--- src/rtl/block_emitter.sv ---
// Token-driven ASCII stream generator: serialises BEGIN/END/WORD/SPACE tokens one
// character per clock and tracks begin/end nesting depth with a sticky error flag.
//
// state | meaning
// IDLE  | no token in flight; out = space, out_valid = 0
// EMIT  | presenting char[idx] of the latched token; reloads on final char if a command waits
module block_emitter #(
    parameter int DEPTH_W = 8
) (
    input  logic               clk,
    input  logic               reset,
    input  logic               cmd_valid,
    input  logic [1:0]         cmd,
    input  logic [3:0]         word_len,
    input  logic               upper,
    output logic               cmd_ready,
    output logic [7:0]         out,
    output logic               out_valid,
    output logic [DEPTH_W-1:0] depth,
    output logic               err,
    output logic               balanced
);
    localparam logic [1:0] CMD_BEGIN = 2'b00;
    localparam logic [1:0] CMD_END   = 2'b01;
    localparam logic [1:0] CMD_WORD  = 2'b10;
    localparam logic [7:0] CH_SPACE  = 8'h20;

    typedef enum logic {IDLE, EMIT} state_t;

    state_t             r_state;
    logic [1:0]         r_tok;
    logic [3:0]         r_idx;
    logic [3:0]         r_last;
    logic               r_upper;
    logic [7:0]         r_out;
    logic               r_out_valid;
    logic [DEPTH_W-1:0] r_depth;
    logic               r_err;

    logic               w_accept;
    logic [3:0]         w_new_last;

    function automatic logic [7:0] char_of(input logic [1:0] tok, input logic [3:0] idx,
                                           input logic [3:0] last, input logic up);
        logic [7:0] c;
        c = CH_SPACE;
        case (tok)
            CMD_BEGIN: begin
                case (idx)
                    4'd0:    c = 8'h62;
                    4'd1:    c = 8'h65;
                    4'd2:    c = 8'h67;
                    4'd3:    c = 8'h69;
                    4'd4:    c = 8'h6E;
                    default: c = CH_SPACE;
                endcase
            end
            CMD_END: begin
                case (idx)
                    4'd0:    c = 8'h65;
                    4'd1:    c = 8'h6E;
                    4'd2:    c = 8'h64;
                    default: c = CH_SPACE;
                endcase
            end
            CMD_WORD: begin
                if (idx != last) c = 8'h61 + {4'b0000, idx};
            end
            default: c = CH_SPACE;
        endcase
        // only letters change case; the separator stays a space
        if (up && c != CH_SPACE) c = c - 8'h20;
        return c;
    endfunction

    assign cmd_ready = (r_state == IDLE) || (r_idx == r_last);
    assign w_accept  = cmd_valid && cmd_ready;

    always_comb begin
        w_new_last = 4'd0;
        case (cmd)
            CMD_BEGIN: w_new_last = 4'd5;
            CMD_END:   w_new_last = 4'd3;
            CMD_WORD:  w_new_last = (word_len == 4'd0) ? 4'd1 : word_len;
            default:   w_new_last = 4'd0;
        endcase
    end

    always_ff @(posedge clk) begin
        if (reset) begin
            r_state     <= IDLE;
            r_tok       <= 2'b00;
            r_idx       <= 4'd0;
            r_last      <= 4'd0;
            r_upper     <= 1'b0;
            r_out       <= CH_SPACE;
            r_out_valid <= 1'b0;
            r_depth     <= '0;
            r_err       <= 1'b0;
        end else begin
            if (w_accept) begin
                r_state     <= EMIT;
                r_tok       <= cmd;
                r_idx       <= 4'd0;
                r_last      <= w_new_last;
                r_upper     <= upper;
                r_out       <= char_of(cmd, 4'd0, w_new_last, upper);
                r_out_valid <= 1'b1;
                // depth tracks accepted commands, ahead of their characters
                if (cmd == CMD_BEGIN) begin
                    if (&r_depth) r_err <= 1'b1;
                    else          r_depth <= r_depth + DEPTH_W'(1);
                end else if (cmd == CMD_END) begin
                    if (r_depth == '0) r_err <= 1'b1;
                    else               r_depth <= r_depth - DEPTH_W'(1);
                end
            end else if (r_state == EMIT && r_idx != r_last) begin
                r_idx       <= r_idx + 4'd1;
                r_out       <= char_of(r_tok, r_idx + 4'd1, r_last, r_upper);
                r_out_valid <= 1'b1;
            end else begin
                r_state     <= IDLE;
                r_out       <= CH_SPACE;
                r_out_valid <= 1'b0;
            end
        end
    end

    assign out       = r_out;
    assign out_valid = r_out_valid;
    assign depth     = r_depth;
    assign err       = r_err;
    assign balanced  = !r_err && (r_depth == '0);

endmodule

--- config.mk ---
export PLATFORM = sky130hd
export DESIGN_NAME = block_emitter
export DESIGN_NICKNAME = d
export VERILOG_FILES = /design/src/rtl/block_emitter.sv
export SDC_FILE = /design/constraint.sdc
export NUM_CORES = 1
export LEC_CHECK = 0
export CAP_MARGIN = 20
export CORE_MARGIN = 2
export CORE_UTILIZATION = 55
export DETAILED_ROUTE_END_ITERATION = 8
export PLACE_DENSITY_LB_ADDON = 0.3
export SYNTH_ARGS = -nofsm -noshare
export SYNTH_HDL_FRONTEND = slang
export SYNTH_SLANG_ARGS = --single-unit
--- constraint.sdc ---
create_clock -name clk -period 4.16 [get_ports clk]
set_input_delay 0.832 -clock clk [delete_from_list [all_inputs] [get_ports clk]]
set_output_delay 0.832 -clock clk [all_outputs]
set_load 0.02 [all_outputs]
# == After elaboration in Yosys (flattened, before gate mapping) ==
# Index checks and enable logic that the tools add are counted.
# op_classes
add_sub_neg,6
eq_ne,17
n_mux,29
bitwise,1
reduce_logical,19
# ops
cell,count
2-to-1 mux 8 bit,14
one-hot mux 7 bit (3 select lines),2
one-hot mux 7 bit (5 select lines),1
one-hot mux 8 bit (3 select lines),1
"!= test 8 x 6 -> 1 bit, second input constant",2
"subtractor 8 x 6 -> 8 bit, second input constant",2
one-hot mux 4 bit (3 select lines),1
"adder 7 x 4 -> 8 bit, first input constant",1
"adder 8 x 1 -> 8 bit, second input constant",1
"equality test 4 x 2 -> 1 bit, second input constant",2
zero test 4 bit,2
zero test 8 bit,1
2-to-1 mux 1 bit,8
!= test 4 bit,2
AND reduction 4 bit,2
AND reduction 8 bit,1
"subtractor 8 x 1 -> 8 bit, second input constant",1
2-to-1 mux 7 bit,1
"!= test 2 bit, second input constant",3
logical AND 1 bit,5
"adder 4 x 1 -> 4 bit, second input constant",1
"equality test 2 x 1 -> 1 bit, second input constant",2
"equality test 2 bit, second input constant",2
"equality test 4 x 1 -> 1 bit, second input constant",1
other kinds (11),13
# totals
reg_bits,30
inputBits,10
output_inout_bits,20
wordCells,81

# == Depth between registers and ports, before layout ==
# depth
word_depth,12
ltp_mapped,9
mapped_depth_nobuf,8

# == Worst setup path before layout ==
# Ideal clock, no wire load.
# synth_timing
path_kind,input port to flip-flop
start,in cmd[1]
end,"reg r_depth[6], in the netlist depth[6]"
setup_time_ns,0.071
arrival_time_ns,2.822
required_time_ns,4.089
slack_ns,1.268
stages,9
path_buffers,1
path_cell_list,clkbuf_1 nor2_1 inv_1 ha_1 or3b_2 a311o_1 o311ai_0 nand3_1 a21oi_1
# synth_between
elab_chain_len,3
elab_cells_between_ends,7
classes_between,3 x eq/ne; 1 x mux; 3 x reduce/logical
# synth_rtl
element,line_no,text
from (decl),13,"input logic [1:0] cmd,"
zero test 2 bit or equality test 2 x 1 -> 1 bit (tied branches),"110, 113",
!= test 2 bit (no line) or nonzero test 2 bit (tied branches),n/a,
AND reduction 4 bit (no line),n/a,
to (signal assigned),112,else r_depth <= r_depth + DEPTH_W'(1);
to (signal assigned),115,else r_depth <= r_depth - DEPTH_W'(1);
to (decl),37,logic [DEPTH_W-1:0] r_depth;
# Parallel ways exist; a longest one is shown, timed or not.
# A chain may end at the register's enable or synchronous reset.

# == Final worst setup path ==
# layout_timing
start,reg r_idx[0]
end,out cmd_ready
# layout_between
elab_chain_len,2
# layout_rtl
element,line_no,text
from (decl),32,logic [3:0] r_idx;
from (signal assigned),118,r_idx <= r_idx + 4'd1;
equality test 4 bit,76,assign cmd_ready = (r_state == IDLE) || (r_idx == r_last);
logical OR 1 bit,76,
to (decl),16,"output logic cmd_ready,"
# Every way passes these cells.

==> run_results.csv <==
group,metric,value,unit
logic_synthesis,synth-edff-count,0,
timing,slew_headroom,0.5693,
finish,multiInputGateArea,0.001201,mm²
worst_setup_path,cp_slowest_cell,"clkdlybuf4s50_1",
finish,seq_area,580.6,µm²
clock_tree,post_cts_resized,0,
power,leakage,0.8562,nW
finish,most-common-layout-cells,"dfxtp_1 (29), clkdlybuf4s50_1 (28), a21oi_1 (25)",
finish,fin_nets,288,
timing,fmax,294.8,MHz
placed_design,hpwlAfterDp,3363,µm
finish,stdcell_count,313,
logic_synthesis,synthArstFlopShare,0,
clock_tree,postCtsSetupRepairBufs,0,
flow_run,drv_cap,0,
grt,grt_pass1_wl,8079,µm
timing,rsz0062_at_grt,"no",
timing,holdWs,482.2,ps
logic_synthesis,yosysWarnings,0,
worst_hold_path,hold_class,"register to register",
clock_tree,cts_buffer_depth,2,
placed_design,dp.cells,305,
worst_setup_path,worst-setup-path-type,"register to primary output",
floorplan,fp.dieH,62.73,µm
route,post-route-drc-count,0,
floorplan,core,0.003337,mm²
power,peakVddDrop,293.5,µV
route,drt-total-wl,4573,µm
logic_synthesis,yosys_most_used_dff,"dfxtp_1",
route,drtIter0Drc,157,
logic_synthesis,synth.distinct_cells,49,
placed_design,globalplace.congestion,0.8501,
logic_synthesis,syn_inst,239,
finish,stdcell_area,0.002246,mm²
timing,final_hold_viol_count,0,
clock_tree,cts_root_buf,"clkbuf_4",
clock_tree,htreeDepth,2,
finish,num_antenna_cells,0,
floorplan,rows,21,
grt,antenna_found_initial,0,
floorplan,die_area,0.003934,mm²
floorplan,dieWidth,62.73,µm
timing,fin_crit,3392,ps
outcome,status,"completed",
worst_setup_path,max_stage_delay,630,ps
route,drt_pre_antenna_iters,4,
finish,syn_to_final_growth,18.40,%
grt,grt_util_all_layers,0.2551,
timing,period_share,0.8153,
clock_tree,cts_tree,"done",
route,avgViaCountPerCell,5.869,
clock_tree,clock_sinks,29,
worst_setup_path,rrSetupSlack,1610,ps
grt,grt_pass1_vias,1776,
grt,grt_overflow_total,0,
timing,clock_skew,14.68,ps
clock_tree,path_clk_slew,100,ps
route,vias,1837,
worst_setup_path,crit_chain,"xor2_2 > o41a_1 > clkinv_1 > buf_4 > clkdlybuf4s50_1",
worst_setup_path,required,3330,ps
finish,drive_above_1_share,0.05243,
timing,setup_ws,768.3,ps
clock_tree,cts.hold.buffers_added,0,
floorplan,start_util,0.5684,
placed_design,portBuffers,28,
clock_tree,cts_buffers,5,
logic_synthesis,syn_nets,261,
clock_tree,worstSkewPairLatency,340,ps
worst_setup_path,end_kind,"primary output",
logic_synthesis,syn_avg_cell_area,7.936,µm²
placed_design,pre_cts_ws,575.1,ps
route,wl_per_cell,14.61,µm
logic_synthesis,synth_seq_cells,29,
worst_setup_path,cp_max_fo,17,
worst_setup_path,arrival,2560,ps
timing,setup_tns,0,ps
worst_setup_path,critPathLaunchType,"register",
floorplan,ios,30,
route,ant_nets,0,
placed_design,dpl_cell_area,0.002195,mm²
finish,fill_cells,305,
power,pwr_density_cell,379.5,mW/mm²
timing,setup_viol,0,
logic_synthesis,syn_area,0.001897,mm²
grt,grt_start_max_net_pins,22,
finish,layout.cells.most_common,"dfxtp_1",
logic_synthesis,ys_seq_area_frac,0.3061,
timing,slew_viol_final,0,
timing,tightest_slew,629.8,ps
-- area by class of cell --
class,count,area share
multi-input cells,185,0.5348
flip-flops and latches,29,0.2585
repair buffers,31,0.1348
well taps,46,0.02563
inverters,14,0.02340
clock buffers,6,0.01838
clock inverters,2,0.004457
-- flip-flops by register name (all words and copies together) (netlist names) --
name       count
depth          8
err            1
out            7
out_valid      1
r_idx          4
r_last         4
r_state        1
r_tok          2
r_upper        1
-- worst paths after layout --
check	start	end	depth (start not counted)
setup / recovery	r_idx[0]	cmd_ready	5
hold / removal	r_last[3]	r_last[3]	2
setup reg to reg	r_idx[0]	depth[7]	5
hold reg to reg	r_last[3]	r_last[3]	2
-- worst max-delay path: cells and delay by family (launching register included) --
kind | cells | cell delay [ps]
flops | 1 | 610
buf+inv | 3 | 920
xor+xnor | 1 | 130
compound gates | 1 | 570
-- kinds of logic after synthesis --
logic type,count (synthesis),share of synthesized area
muxes,2,0.01055
adders and majority gates,12,0.08311
xor gates and xnor gates,15,0.07322
DFF,29,0.3061
buffers and inverters,25,0.06069
other,1,0.001977
AOI/OAI and AO/OA,68,0.2355
and+or+nand+nor,87,0.2289
-- power by group --
part | total, mW | leakage (nW) | switching, mW | internal, mW
registers | 0.337 | 0.237 | 0.0332 | 0.304
logic | 0.348 | 0.587 | 0.197 | 0.151
clock network | 0.167 | 0.0320 | 0.103 | 0.0643
total | 0.852 | 0.856 | 0.333 | 0.520
-- synth_stat cells (2+ instances only) --
cell type / n / area, µm²
xor2_1: 6 / 52.55
nand2b_1: 2 / 12.51
a211oi_1: 4 / 30.03
o311a_1: 2 / 20.02
o21ai_0: 12 / 60.06
nor3_1: 11 / 55.05
nand3_1: 12 / 60.06
a31oi_1: 2 / 12.51
nor4_1: 4 / 25.02
o21bai_1: 3 / 22.52
nor2_1: 21 / 78.83
ha_1: 11 / 137.6
nor2b_1: 2 / 12.51
mux2i_1: 2 / 20.02
dfxtp_1: 29 / 580.6
nand3b_1: 2 / 15.01
or3_1: 6 / 37.54
buf_2: 2 / 10.01
a2111oi_0: 3 / 26.28
inv_1: 13 / 48.80
nand4_1: 6 / 37.54
or3b_2: 2 / 17.52
o2111ai_1: 3 / 26.28
buf_6: 2 / 22.52
xnor2_1: 8 / 70.07
a21oi_1: 25 / 125.1
a211o_1: 3 / 26.28
clkbuf_1: 6 / 22.52
nand2_1: 15 / 56.30
-- stage by stage --
| step | util | power [mW] |
|---|---|---|
| final | 0.6730 | 0.8524 |
| after global routing | 0.6730 | 0.9111 |
| after CTS | 0.6730 | 0.8524 |
| after detailed placement | 0.6577 | 0.6888 |
| after global placement | 0.6577 | 0.6866 |
| after floorplan | - | 0.5743 |
-- metal layers --
metal,global-route usage,up-vias,wire (µm)
met5,0,-,0
met4,0.1167,0,107
met3,0.05405,12,153
met2,0.4409,39,2353
met1,0.3018,863,1958
li1,-,923,-
No activity file was read; power rests on OpenSTA's default activity.
